<file path="config.mk">
export PLATFORM = sky130hd
export DESIGN_NAME = ksa_result_stage_flat
export DESIGN_NICKNAME = d
export VERILOG_FILES = /design/src/rtl/ksa_result_if.sv /design/src/rtl/ksa_result_stage.sv /design/src/flat_wrapper.sv
export SDC_FILE = /design/constraint.sdc
export NUM_CORES = 1
export LEC_CHECK = 0
export ABC_CLOCK_PERIOD_IN_PS = 3950
export CAP_MARGIN = 20
export CORE_MARGIN = 3
export CORE_UTILIZATION = 41
export CTS_CLUSTER_DIAMETER = 30
export DETAILED_ROUTE_END_ITERATION = 8
export MAX_ROUTING_LAYER = met4
export PLACE_DENSITY = 0.81
export REMOVE_ABC_BUFFERS = 1
export SLEW_MARGIN = 20
export SYNTH_ARGS = -nofsm -noshare
export SYNTH_HDL_FRONTEND = slang
export SYNTH_SLANG_ARGS = --single-unit
</file>
<file path="constraint.sdc">
create_clock -name clk -period 3.95 [get_ports clk]
set_clock_uncertainty 0.1 [all_clocks]
set_input_delay 0.9875 -clock clk [delete_from_list [all_inputs] [get_ports clk]]
set_output_delay 0.9875 -clock clk [all_outputs]
set_load 0.05 [all_outputs]
</file>
<file path="src/rtl/ksa_result_if.sv">
// Bus bundle between the Kogge-Stone adder, its result stage and the consumer.
// The slave modport is the result stage; the master modport is the
// environment around it (adder on the input side, writeback on the output).
interface ksa_result_if #(
    parameter int WIDTH = 32
);
    logic             in_valid;
    logic             in_ready;
    logic [WIDTH-1:0] in_sum;
    logic             in_cout;
    logic             in_a_msb;
    logic             in_b_msb;
    logic             out_valid;
    logic             out_ready;
    logic [WIDTH-1:0] out_sum;
    logic [3:0]       out_flags;

    modport slave (
        input  in_valid, in_sum, in_cout, in_a_msb, in_b_msb, out_ready,
        output in_ready, out_valid, out_sum, out_flags
    );

    modport master (
        output in_valid, in_sum, in_cout, in_a_msb, in_b_msb, out_ready,
        input  in_ready, out_valid, out_sum, out_flags
    );
endinterface

</file>
<file path="src/rtl/ksa_result_stage.sv">
// Registered result stage behind the 32-bit Kogge-Stone adder.
// Captures sum/carry, derives {V,C,N,Z} at capture time and hands results on
// through a 2-entry skid buffer (main register drives the outputs, skid
// register absorbs one extra entry when the consumer stalls).
// Optional feature: define KSA_RESULT_STICKY_FLAGS_EN to add the sticky
// {V,C} accumulator with its sticky_clr / sticky_vc ports.
//
//   state | meaning
//   ------+-----------------------------------------------
//   EMPTY | nothing held, out_valid=0
//   ONE   | main register holds an entry, skid empty
//   FULL  | main and skid both hold entries, in_ready=0
module ksa_result_stage #(
    parameter int WIDTH = 32
) (
    input  logic              clk,
    input  logic              rst_n,
    ksa_result_if.slave       bus
`ifdef KSA_RESULT_STICKY_FLAGS_EN
    ,
    input  logic              sticky_clr,
    output logic [1:0]        sticky_vc
`endif
);

    typedef enum logic [1:0] {
        EMPTY = 2'd0,
        ONE   = 2'd1,
        FULL  = 2'd2
    } state_t;

    state_t           state, state_next;
    logic             in_ready_q;
    logic [WIDTH-1:0] main_sum, skid_sum;
    logic [3:0]       main_flags, skid_flags;
    logic [3:0]       in_flags;
    logic             accept, pop;
    logic             load_main_in, load_main_skid, load_skid;

    // Flags of the incoming adder result, ordered {V,C,N,Z}
    always_comb begin
        in_flags    = 4'b0000;
        in_flags[0] = (bus.in_sum == '0);
        in_flags[1] = bus.in_sum[WIDTH-1];
        in_flags[2] = bus.in_cout;
        in_flags[3] = (bus.in_a_msb == bus.in_b_msb) &&
                      (bus.in_sum[WIDTH-1] != bus.in_a_msb);
    end

    assign accept        = bus.in_valid & in_ready_q;
    assign pop           = (state != EMPTY) & bus.out_ready;
    assign bus.in_ready  = in_ready_q;
    assign bus.out_valid = (state != EMPTY);
    assign bus.out_sum   = main_sum;
    assign bus.out_flags = main_flags;

    // State register; in_ready is registered from the next state so it never
    // depends combinationally on out_ready
    always_ff @(posedge clk or negedge rst_n) begin
        if (!rst_n) begin
            state      <= EMPTY;
            in_ready_q <= 1'b1;
        end else begin
            state      <= state_next;
            in_ready_q <= (state_next != FULL);
        end
    end

    // Next-state and register load selects
    always_comb begin
        state_next     = state;
        load_main_in   = 1'b0;
        load_main_skid = 1'b0;
        load_skid      = 1'b0;
        unique case (state)
            EMPTY: begin
                if (accept) begin
                    state_next   = ONE;
                    load_main_in = 1'b1;
                end
            end
            ONE: begin
                if (accept && pop) begin
                    load_main_in = 1'b1;
                end else if (accept) begin
                    state_next = FULL;
                    load_skid  = 1'b1;
                end else if (pop) begin
                    state_next = EMPTY;
                end
            end
            FULL: begin
                // in_ready is low here, so no accept can coincide with the pop
                if (pop) begin
                    state_next     = ONE;
                    load_main_skid = 1'b1;
                end
            end
            default: state_next = EMPTY;
        endcase
    end

    // Main and skid data registers
    always_ff @(posedge clk or negedge rst_n) begin
        if (!rst_n) begin
            main_sum   <= '0;
            main_flags <= '0;
            skid_sum   <= '0;
            skid_flags <= '0;
        end else begin
            if (load_main_in) begin
                main_sum   <= bus.in_sum;
                main_flags <= in_flags;
            end else if (load_main_skid) begin
                main_sum   <= skid_sum;
                main_flags <= skid_flags;
            end
            if (load_skid) begin
                skid_sum   <= bus.in_sum;
                skid_flags <= in_flags;
            end
        end
    end

`ifdef KSA_RESULT_STICKY_FLAGS_EN
    // Sticky {V,C}: clear takes effect before the popped entry is merged in
    always_ff @(posedge clk or negedge rst_n) begin
        if (!rst_n) begin
            sticky_vc <= 2'b00;
        end else if (sticky_clr) begin
            sticky_vc <= pop ? main_flags[3:2] : 2'b00;
        end else if (pop) begin
            sticky_vc <= sticky_vc | main_flags[3:2];
        end
    end
`endif

endmodule
</file>
<file path="src/flat_wrapper.sv">
// flat-port wrapper written by rule: the top's interface ports become plain ports
module ksa_result_stage_flat 
#(
    parameter int WIDTH = 32
)
  (clk, rst_n, bus_in_valid, bus_in_sum, bus_in_cout, bus_in_a_msb, bus_in_b_msb, bus_out_ready, bus_in_ready, bus_out_valid, bus_out_sum, bus_out_flags);
  ksa_result_if #(.WIDTH(WIDTH)) bus_i ();
  input  logic clk;
  input  logic rst_n;
  input wire logic [$bits(bus_i.in_valid)-1:0] bus_in_valid;
  input wire logic [$bits(bus_i.in_sum)-1:0] bus_in_sum;
  input wire logic [$bits(bus_i.in_cout)-1:0] bus_in_cout;
  input wire logic [$bits(bus_i.in_a_msb)-1:0] bus_in_a_msb;
  input wire logic [$bits(bus_i.in_b_msb)-1:0] bus_in_b_msb;
  input wire logic [$bits(bus_i.out_ready)-1:0] bus_out_ready;
  output wire logic [$bits(bus_i.in_ready)-1:0] bus_in_ready;
  output wire logic [$bits(bus_i.out_valid)-1:0] bus_out_valid;
  output wire logic [$bits(bus_i.out_sum)-1:0] bus_out_sum;
  output wire logic [$bits(bus_i.out_flags)-1:0] bus_out_flags;
  assign bus_i.in_valid = bus_in_valid;
  assign bus_i.in_sum = bus_in_sum;
  assign bus_i.in_cout = bus_in_cout;
  assign bus_i.in_a_msb = bus_in_a_msb;
  assign bus_i.in_b_msb = bus_in_b_msb;
  assign bus_i.out_ready = bus_out_ready;
  assign bus_in_ready = bus_i.in_ready;
  assign bus_out_valid = bus_i.out_valid;
  assign bus_out_sum = bus_i.out_sum;
  assign bus_out_flags = bus_i.out_flags;
  ksa_result_stage #(.WIDTH(WIDTH)) u_core (.clk(clk), .rst_n(rst_n), .bus(bus_i));
endmodule
</file>
# After elaboration in Yosys (flattened, before gate mapping)
# Cells that the tools add are included.
dict set report classes {
  eq_ne 5
  mux 17
  n_bitwise 2
  reduce_logical 6
}
# op count
set op_table {}
lappend op_table {{two-way mux 32 bit} 2}
lappend op_table {{logical NOT 32 bit} 1}
lappend op_table {{two-way mux 2 bit} 5}
lappend op_table {{two-way mux 4 bit} 2}
lappend op_table {{two-way mux 1 bit} 6}
lappend op_table {{case mux 2 bit (3 select lines)} 1}
lappend op_table {{nonzero test 2 bit} 2}
lappend op_table {{bitwise AND 1 bit} 2}
lappend op_table {{== test 2 x 1 -> 1 bit, second input constant} 1}
lappend op_table {{== test 2 bit, second input constant} 1}
lappend op_table {{logical AND 1 bit} 2}
lappend op_table {{logical NOT 2 bit} 1}
lappend op_table {{inequality test 2 bit, second input constant} 1}
lappend op_table {{case mux 1 bit (2 select lines)} 1}
lappend op_table {{== test 1 bit} 1}
lappend op_table {{inequality test 1 bit} 1}
dict set report word_totals {
  regBits 75
  in_bits 39
}

# Depth between registers and ports, before layout
dict set report logic_depth {
  depth_word 7
  mapped_depth 6
  ltp_nobuf 4
}

# Worst setup path after synthesis
# Ideal clock, no wire load.
dict set report synth_path {
  path_kind {input port to flip-flop}
  from {input bus_in_valid}
  to {register u_core.skid_sum[11]}
  setup_ns 0.125
  arrival_ns 1.957
  t_required_ns 3.725
  path_slack_ns 1.768
  cell_stages 5
  path_cell_list {nand2_1 -> nor3b_2 -> buf_6 -> buf_6 -> mux2_2}
}
dict set report synth_via {
  elab_chain_len 4
}
# element line_no
set synth_lines {}
lappend synth_lines {{from (decl)} flat_wrapper.sv:10} ;# input wire logic [$bits(bus_i.in_valid)-1:0] bus_in_valid;
lappend synth_lines {{bitwise AND 1 bit *} ksa_result_stage.sv:50} ;# assign accept = bus.in_valid & in_ready_q;
lappend synth_lines {{two-way mux 1 bit or logical AND 1 bit (tied branches)} {ksa_result_stage.sv:85, ksa_result_stage.sv:83}}
lappend synth_lines {{two-way mux 1 bit *} ksa_result_stage.sv:83} ;# if (accept && pop) begin
lappend synth_lines {{two-way mux 1 bit *} ksa_result_stage.sv:75} ;# unique case (state)
lappend synth_lines {{to (signal assigned)} ksa_result_stage.sv:119} ;# skid_sum <= bus.in_sum;
lappend synth_lines {{to (decl)} ksa_result_stage.sv:34} ;# logic [WIDTH-1:0] main_sum, skid_sum;
# Every way passes the cells marked *; elsewhere a longest branch is shown, timed or not.
# A chain may end at the register's enable or synchronous reset.

# Worst setup path after layout
dict set report layout_path {
  from {register u_core.state[1]}
  to {output bus_out_valid}
}
dict set report layout_via {
  elab_chain_len 1
}
# element line_no
set layout_lines {}
lappend layout_lines {{from (decl)} ksa_result_stage.sv:32} ;# state_t state, state_next;
lappend layout_lines {{from (signal assigned)} ksa_result_stage.sv:64} ;# state <= state_next;
lappend layout_lines {{nonzero test 2 bit} ksa_result_stage.sv:53} ;# assign bus.out_valid = (state != EMPTY);
lappend layout_lines {{to (decl)} flat_wrapper.sv:17} ;# output wire logic [$bits(bus_i.out_valid)-1:0] bus_out_valid;
# No other way between the ends.

==> results.md <==
- Syn avg cell area: around 12 µm²
- Total of warnings raised by yosys: 0
- Non-filler instance count after layout: about 440
- Final routed wire length divided by cell count: 15.5 µm
- Post-synthesis register bit count: between 70 and 80
- Largest net degree at the start of global routing: 74
- Maximum Capacitance Violations: 0
- WS Path Type: reg -> out
- Hold bufs inserted after CTS: 0
- CP Data Arrival Time: around 1.9 ns
- Tightest Pin Transition: slightly below 0.9 ns
- Final count of pins violating max slew: 0
- Remaining DRCs: 0
- Placed Cells: 421
- GRT Overall Usage: 0.175
- Number of standard cells after synthesis: 260
- Power density over the cells: 855 nW/µm²
- Setup tns final: 0 ns
- Number of sinks on the clock net: 73
- Antenna Diode Count: 0
- Average via count per standard cell: a little over 5
- Library cell used as clock root buffer: clkbuf_8
- 1st-pass router iterations: 4
- Post-synthesis instance area: between 3000 and 4000 µm²
- Fraction of the yosys area taken by sequential cells: 0.596
- Clock transition at path regs: about 0.080 ns
- Endpoint kind of the worst setup timing path: primary output
- Layout cell share with drive strength beyond 1: 0.176
- Number of CTS-inserted buffers: 9
- Max_slew headroom: 0.405
- Initial antenna violation count: 0
- # IOs: 77
- Maximum VDD drop: ~0.43 mV
- Std-Cell Rows: 30
- Kind of path behind the tightest hold check: reg -> reg
- Initial cell density of the core: 0.437
- Filler Cell Count: just over 600
- Grt ovf: 0
- CP required: between 2 and 3 ns
- Post-DRT Antenna Nets: 0
- Number of buffers inserted by post-CTS setup repair: 0
- Highest clock rate: around 340 MHz
- Longest Clk Path Bufs: 2
- Number of levels the H-tree was split into: 3
- Wire length of the first global-routing pass: around 12,000 µm
- Final Critical Period: between 2 and 3 ns
- Insertion delay to the later sink of the worst-skew pair: 0.35 ns
- Critical path fanouts, max: 8
- Post_cts resized: 0
- Hold violation count in the final report: 0
- 1st-iter DRT viols: 90
- Leak Pwr: 1.81 nW
- TritonCTS clock tree: done
- Endpoints failing setup: 0
- Post-synthesis to final-layout area growth: 32.4%
- Type of element launching the critical path: flop
- Final worst-path cycle share: 0.750
- Number of global-route vias before repair: roughly 2,400
- Number of buffers inserted by port buffering: between 70 and 80
- RSZ-0062 raised after global routing: no
- GP Congestion: slightly below 0.8
- Post-detailed-routing wire length: 6780 µm
- Final HPWL from detailed placement: ~4700 µm
- Number of nets in the layout: ~380
- Core area: roughly 7000 µm²
- Run status: finished clean
- Horizontal extent of the die: about 92 µm
- Die Y-Extent: a little over 90 µm
- Via count: around 2,200
- Post-synthesis cell type count: 26
- Die area: between 8000 and 9000 µm²
[worst max-delay path: stages, from the launching register on]
cell and delay [ns]:
dfrtp_1 0.50, or2_2 0.33, clkdlybuf4s50_1 0.70
[synthesized netlist by cell type]
master	number	share of area
a21o_1	1	0.0024
a21oi_1	1	0.0016
dfrtp_1	72	0.59
nor4_1	8	0.016
mux2_1	2	0.0073
nand4_1	2	0.0041
mux2_2	33	0.12
nand2_1	70	0.086
mux2i_1	1	0.0033
nor2_1	6	0.0073
a221o_1	1	0.0033
o32a_1	1	0.0033
buf_4	1	0.0024
nor3b_2	1	0.0041
and3b_1	1	0.0029
or2_2	1	0.0020
nor2b_4	1	0.0045
nor3_4	1	0.0053
a22oi_1	33	0.081
and2_1	1	0.0020
nand2b_1	1	0.0020
buf_6	5	0.018
dfstp_2	1	0.0086
buf_2	10	0.016
o21ai_0	3	0.0049
inv_1	2	0.0024
[report_power, final]
part / total, mW / switching [mW] / internal [mW]
registers: 1.30 / 0.197 / 1.10
logic: 1.63 / 1.02 / 0.609
clock network: 0.545 / 0.306 / 0.239
total: 3.47 / 1.52 / 1.95
[layer usage]
layer / wire length [µm] / track usage
met3: 402 / 0.0406
met5: 0 / -
met1: 3030 / 0.229
met2: 3220 / 0.262
met4: 129 / 0.0804
[sequential cells by signal (all words and copies together) (netlist names)]
| register | flops |
|---|---|
| u_core.bus.out_sum | 31 |
| u_core.skid_sum | 31 |
| u_core.bus.out_flags | 4 |
| u_core.skid_flags | 4 |
| u_core.state | 2 |
| u_core.bus.in_ready | 1 |
[placed cells by master (no fill, tap or decap), types with 2 or more instances in the layout]
master | synthesis | routed
inv_1 | 2 | 2
mux2_2 | 33 | 33
dfrtp_1 | 72 | 72
clkinv_4 | 0 | 2
nand4_1 | 2 | 2
inv_6 | 0 | 4
nand2_1 | 70 | 70
o21ai_0 | 3 | 3
buf_4 | 1 | 6
clkdlybuf4s50_1 | 0 | 75
nor2_1 | 6 | 6
nor4_1 | 8 | 8
clkbuf_8 | 0 | 9
mux2_1 | 2 | 2
a22oi_1 | 33 | 33
[stage by stage]
step / util / worst slack, ns / power (mW) / cell area, µm² / hold WS (ns)
2_1_floorplan: - / 0.669 / 2.36 / 2950 / 0.359
3_3_place_gp: 0.552 / 0.958 / 2.90 / 3870 / 0.358
3_5_place_dp: 0.552 / 0.923 / 2.95 / 3870 / 0.362
4_1_cts: 0.578 / 0.965 / 3.50 / 4060 / 0.383
5_1_grt: 0.578 / 0.927 / 3.67 / 4060 / 0.408
6_report: 0.578 / 0.988 / 3.47 / 4060 / 0.378
[cells by family (layout without fill, tap and decap cells)]
| family | after synthesis | in the layout | synth area share |
|---|---|---|---|
| DFF | 73 | 73 | 0.596 |
| AOI/OAI and AO/OA | 40 | 40 | 0.0963 |
| muxes | 36 | 36 | 0.132 |
| buffers and inverters | 18 | 99 | 0.0396 |
| and+or+nand+nor | 93 | 93 | 0.136 |
[worst paths after layout]
path                                                        start                                   to  slack, ns  depth (start not counted)
worst min register to register  u_core.bus.out_sum[2]$_DFFE_PN0P_    u_core.bus.out_sum[2]$_DFFE_PN0P_       0.38                          2
worst max-delay path                    u_core.state[1]$_DFF_PN0_                        bus_out_valid       0.99                          2
worst min-delay path            u_core.bus.out_sum[2]$_DFFE_PN0P_    u_core.bus.out_sum[2]$_DFFE_PN0P_       0.38                          2
worst max register to register      u_core.bus.in_ready$_DFF_PN1_  u_core.bus.out_flags[2]$_DFFE_PN0P_       1.88                          5
max in group asynchronous                                   rst_n     u_core.skid_flags[3]$_DFFE_PN0P_       2.51                          1
min in group asynchronous                                   rst_n   u_core.bus.out_sum[16]$_DFFE_PN0P_       0.65                          1
[layout make-up]
type | instances | area (µm²) | share of cell area
multi-input combinational | 169 | 1120 | 0.277
clock buffer | 9 | 124 | 0.0305
sequential | 73 | 1830 | 0.450
tap | 96 | 120 | 0.0296
clock inverter | 7 | 60.1 | 0.0148
timing repair buffer | 81 | 796 | 0.196
inverter | 2 | 7.51 | 0.00185
No activity file was read; power rests on OpenSTA's default activity.
